<file path="src/rtl/alu_regfile_ctrl.sv">
// Operand/result sequencer for the combinational 8-bit ALU.
// Holds a 4x8 register file and runs one command at a time over valid/ready.
module alu_regfile_ctrl #(
    parameter logic [3:0] OP_MAX    = 4'b1001,
    parameter logic [3:0] RST_OPSEL = 4'b1000
) (
    input  logic       clk,
    input  logic       rst_n,
    input  logic       cmd_valid,
    output logic       cmd_ready,
    input  logic       cmd_ld,
    input  logic [3:0] cmd_op,
    input  logic [1:0] cmd_sa,
    input  logic [1:0] cmd_sb,
    input  logic [1:0] cmd_dst,
    input  logic [7:0] cmd_imm,
    output logic [7:0] alu_a,
    output logic [7:0] alu_b,
    output logic [3:0] alu_opsel,
    input  logic [7:0] alu_f,
    output logic       res_valid,
    output logic [7:0] res_data,
    output logic [1:0] res_dst,
    output logic       res_err,
    input  logic [1:0] rd_sel,
    output logic [7:0] rd_data
);

    typedef enum logic [1:0] {IDLE, EXEC, DONE} state_t;

    state_t     state;
    state_t     state_nx;
    logic [7:0] regs [4];
    logic [1:0] dst_q;
    logic       accept;

    assign cmd_ready = (state == IDLE);
    assign accept    = cmd_valid && cmd_ready;
    assign rd_data   = regs[rd_sel];

    always_ff @(posedge clk or negedge rst_n) begin
        if (!rst_n) begin
            state <= IDLE;
        end else begin
            state <= state_nx;
        end
    end

    always_comb begin
        state_nx = state;
        case (state)
            IDLE: begin
                if (accept) begin
                    if (!cmd_ld && (cmd_op <= OP_MAX)) begin
                        state_nx = EXEC;
                    end else begin
                        state_nx = DONE;
                    end
                end
            end
            EXEC:    state_nx = DONE;
            DONE:    state_nx = IDLE;
            default: state_nx = IDLE;
        endcase
    end

    // Operands are snapshotted at accept, so a destination aliasing a source sees the old value.
    always_ff @(posedge clk or negedge rst_n) begin
        if (!rst_n) begin
            for (int i = 0; i < 4; i++) begin
                regs[i] <= 8'h00;
            end
            alu_a     <= 8'h00;
            alu_b     <= 8'h00;
            alu_opsel <= RST_OPSEL;
            dst_q     <= 2'd0;
            res_valid <= 1'b0;
            res_data  <= 8'h00;
            res_dst   <= 2'd0;
            res_err   <= 1'b0;
        end else begin
            res_valid <= 1'b0;
            case (state)
                IDLE: begin
                    if (accept) begin
                        if (cmd_ld) begin
                            regs[cmd_dst] <= cmd_imm;
                            res_data      <= cmd_imm;
                            res_dst       <= cmd_dst;
                            res_err       <= 1'b0;
                            res_valid     <= 1'b1;
                        end else if (cmd_op <= OP_MAX) begin
                            alu_a     <= regs[cmd_sa];
                            alu_b     <= regs[cmd_sb];
                            alu_opsel <= cmd_op;
                            dst_q     <= cmd_dst;
                        end else begin
                            res_data  <= 8'h00;
                            res_dst   <= cmd_dst;
                            res_err   <= 1'b1;
                            res_valid <= 1'b1;
                        end
                    end
                end
                EXEC: begin
                    regs[dst_q] <= alu_f;
                    res_data    <= alu_f;
                    res_dst     <= dst_q;
                    res_err     <= 1'b0;
                    res_valid   <= 1'b1;
                end
                default: begin
                end
            endcase
        end
    end

endmodule
</file>
<file path="config.mk">
export PLATFORM = sky130hd
export DESIGN_NAME = alu_regfile_ctrl
export DESIGN_NICKNAME = d
export VERILOG_FILES = /design/src/rtl/alu_regfile_ctrl.sv
export SDC_FILE = /design/constraint.sdc
export NUM_CORES = 1
export LEC_CHECK = 0
export ABC_AREA = 1
export BUFFER_PORTS_ARGS = -buffer_cell sky130_fd_sc_hd__buf_2
export CELL_PAD_IN_SITES_DETAIL_PLACEMENT = 0
export CELL_PAD_IN_SITES_GLOBAL_PLACEMENT = 2
export CORE_MARGIN = 4
export CORE_UTILIZATION = 25
export CTS_CLUSTER_DIAMETER = 60
export DETAILED_ROUTE_END_ITERATION = 10
export GPL_TIMING_DRIVEN = 0
export MAX_ROUTING_LAYER = met4
export PLACE_DENSITY = 0.74
export SYNTH_ARGS = -nofsm -noshare
export SYNTH_HDL_FRONTEND = slang
export SYNTH_SLANG_ARGS = --single-unit
</file>
<file path="constraint.sdc">
create_clock -name clk -period 1.39 [get_ports clk]
set_input_delay 0.0695 -clock clk [delete_from_list [all_inputs] [get_ports clk]]
set_output_delay 0.0695 -clock clk [all_outputs]
set_load 0.05 [all_outputs]
</file>
==> reports/results.tsv <==
metric	value	unit
Setup TNS	-0.0541	ns
worst slew margin relative to its limit	0.414	
Num CTS Buffers	9	
part of the cycle the worst path needs	1.02	
Synth Net Count	706	
core area	16700	um2
total congestion overflow	0	
Ports	73	
final net count	811	
initial antenna violation count	0	
largest family of logic cells by synthesized area	simple AND/OR/NAND/NOR gates	
Worst Path Required	1.66	ns
final core occ	0.355	
Hold WS	0.0433	ns
failing checks	negative setup slack	
clock skew	0.00622	ns
fin crit period	1.42	ns
global-route wire length before repair	25.4	mm
most frequent cells in the layout	nand2_1, nand3_1, buf_2	
Static Leak	3.27	nW
unrepaired setup endpoints after global routing	yes	
CP Launch Type	register	
Sink Count	68	
status	finished with violations	
total track usage	0.173	
CTS Buffer Depth	2	
Place WS	-0.212	ns
Port-buffer cells	67	
area of the multi-input gates	2510	um2
Via density	4.67	
WL per Instance	16.7	um
leading cell type in the layout, fill and taps excluded	nand2_1	
RePlAce Congestion	0.875	
Slew @ Worst Pin	0.879	ns
register area	1710	um2
final setup violation count	3	
DR pass1 iterations	5	
post-route ant nets	0	
clock root buffer	clkbuf_16	
Synth Area in Adders	0	
Synth warnings	0	
worst-path fanout max	8	
total power draw	8.22	mW
Diodes inserted	0	
Post-Synth Simple-Gate Area	0.448	
Final Hold Fails	0	
peak supply drop	0.637	mV
final std cells w/o fill	1004	
Final Cell Area	5920	um2
Crit Path Class	reg2reg	
multiplexer share of the synthesized area	0	
Slew Viols, Final	0	
post-synthesis sequential area ratio	0.397	
H-tree depth	3	
Post-Syn Instances	674	
Die X	139	um
post-synthesis xor/xnor area fraction	0	
pwr/cell area	1390	nW/um2
Hold WC Path Type	in2reg	
clk_lat worst skew	0.34	ns
Mean Syn Cell Area	6.36	um2
CTS clk-pin slew, worst paths	0.05	ns
Routed WL	16.8	mm
pin count of the biggest net entering global routing	69	
final worst slack	-0.0262	ns
# DRC	0	
CTS tree	done	
# fillers	1862	
die height	139	um
number of global-route vias before repair	4504	
dpl cell area	4910	um2
layout cells sized above 1	0.265	
synthesis-to-layout area growth	38.2	%
Compound-Gate Fraction of Synth Area	0.0630	
DP Cell Count	961	
WP data arrival	1.69	ns
max-cap violation count	0	
CP endpoint kind	register	
FMAX	0.706	GHz
DR vias	4693	
die area	19300	um2
Synth Register Bits	68	
Yosys cell types	20	
Cell Area, Synth	4290	um2
initial cell density of the core	0.257	
Initial DRC Count	320	
row count	47	
hpwl dp	12.3	mm
[report_power, final]
| group | switching, mW | internal, mW |
|---|---|---|
| Clock | 0.864 | 1.49 |
| Sequential | 0.308 | 2.39 |
| Combinational | 2.28 | 0.886 |
[per-layer routing]
layer	GRT usage	wire length [um]	vias to the layer above
met1	0.236	7890	2214
li1	-	-	2345
met4	0.0582	314	0
met2	0.263	7870	119
met3	0.0283	696	15
met5	-	0	-
[worst max-delay path, stage by stage, from the launching register on]
cell and delay, ns:
dfrtp_2 0.46, inv_4 0.12, nor2_4 0.04, buf_12 0.15, nand2_8 0.09, nand2_8 0.07
nor2_4 0.24, nand2_1 0.10, nand2_1 0.07
[final timing paths]
check                                         start                       end  slack [ns]  cells after the start
hold reg to reg            alu_opsel[3]$_DFFE_PN1P_  alu_opsel[3]$_DFFE_PN1P_        0.46                      2
hold / removal                           cmd_dst[0]      dst_q[0]$_DFFE_PN0P_        0.04                      3
setup reg to reg               state[0]$_DFFE_PN0N_      regs[15]$_DFFE_PN0P_       -0.03                      8
setup / recovery               state[0]$_DFFE_PN0N_      regs[15]$_DFFE_PN0P_       -0.03                      8
max in group asynchronous                     rst_n       regs[2]$_DFFE_PN0P_        0.38                      2
min in group asynchronous                     rst_n   res_data[2]$_DFFE_PN0P_        0.38                      2
[area by class of cell]
| type | instances | area share |
|---|---|---|
| multi-input cells | 516 | 0.424 |
| flip-flops and latches | 68 | 0.289 |
| repair buffers | 92 | 0.107 |
| well taps | 220 | 0.0465 |
| clock buffers | 13 | 0.0439 |
| inverters | 62 | 0.0427 |
| plain buffers | 30 | 0.0393 |
| clock inverters | 3 | 0.00760 |
[registers in the layout (all words and copies together), names as in the netlist]
register	flops
state	2
regs	32
dst_q	2
res_dst	2
res_data	8
alu_b	8
res_valid	1
res_err	1
alu_a	8
alu_opsel	4
[Yosys cell counts (all sizes together)]
cell / count / area (um2)
nand2: 320 / 1220
nand3: 106 / 543
dfrtp: 67 / 1680
inv: 61 / 229
o21ai: 43 / 215
nor2: 35 / 149
buf: 22 / 130
clkbuf: 8 / 30.0
o22ai: 8 / 50.1
a21oi: 1 / 5.00
clkinv: 1 / 3.75
dfstp: 1 / 26.3
nand4: 1 / 6.26
[cells by family after synthesis]
| group | Yosys count |
|---|---|
| DFF | 68 |
| buffers and inverters | 92 |
| and+or+nand+nor | 462 |
| AOI/OAI and AO/OA | 52 |
[repair_timing]
| action | 4_1_cts | 5_1_grt |
|---|---|---|
| setup buffers | 6 | 10 |
| hold buffers | 5 | 0 |
| hold endpoints to repair | 71 | 0 |
| setup endpoints to repair | 72 | 73 |
| resized for setup | 54 | 110 |
| pin swaps | 3 | 27 |
| cloned | 0 | 6 |
Power figures use the tool's default switching activity.
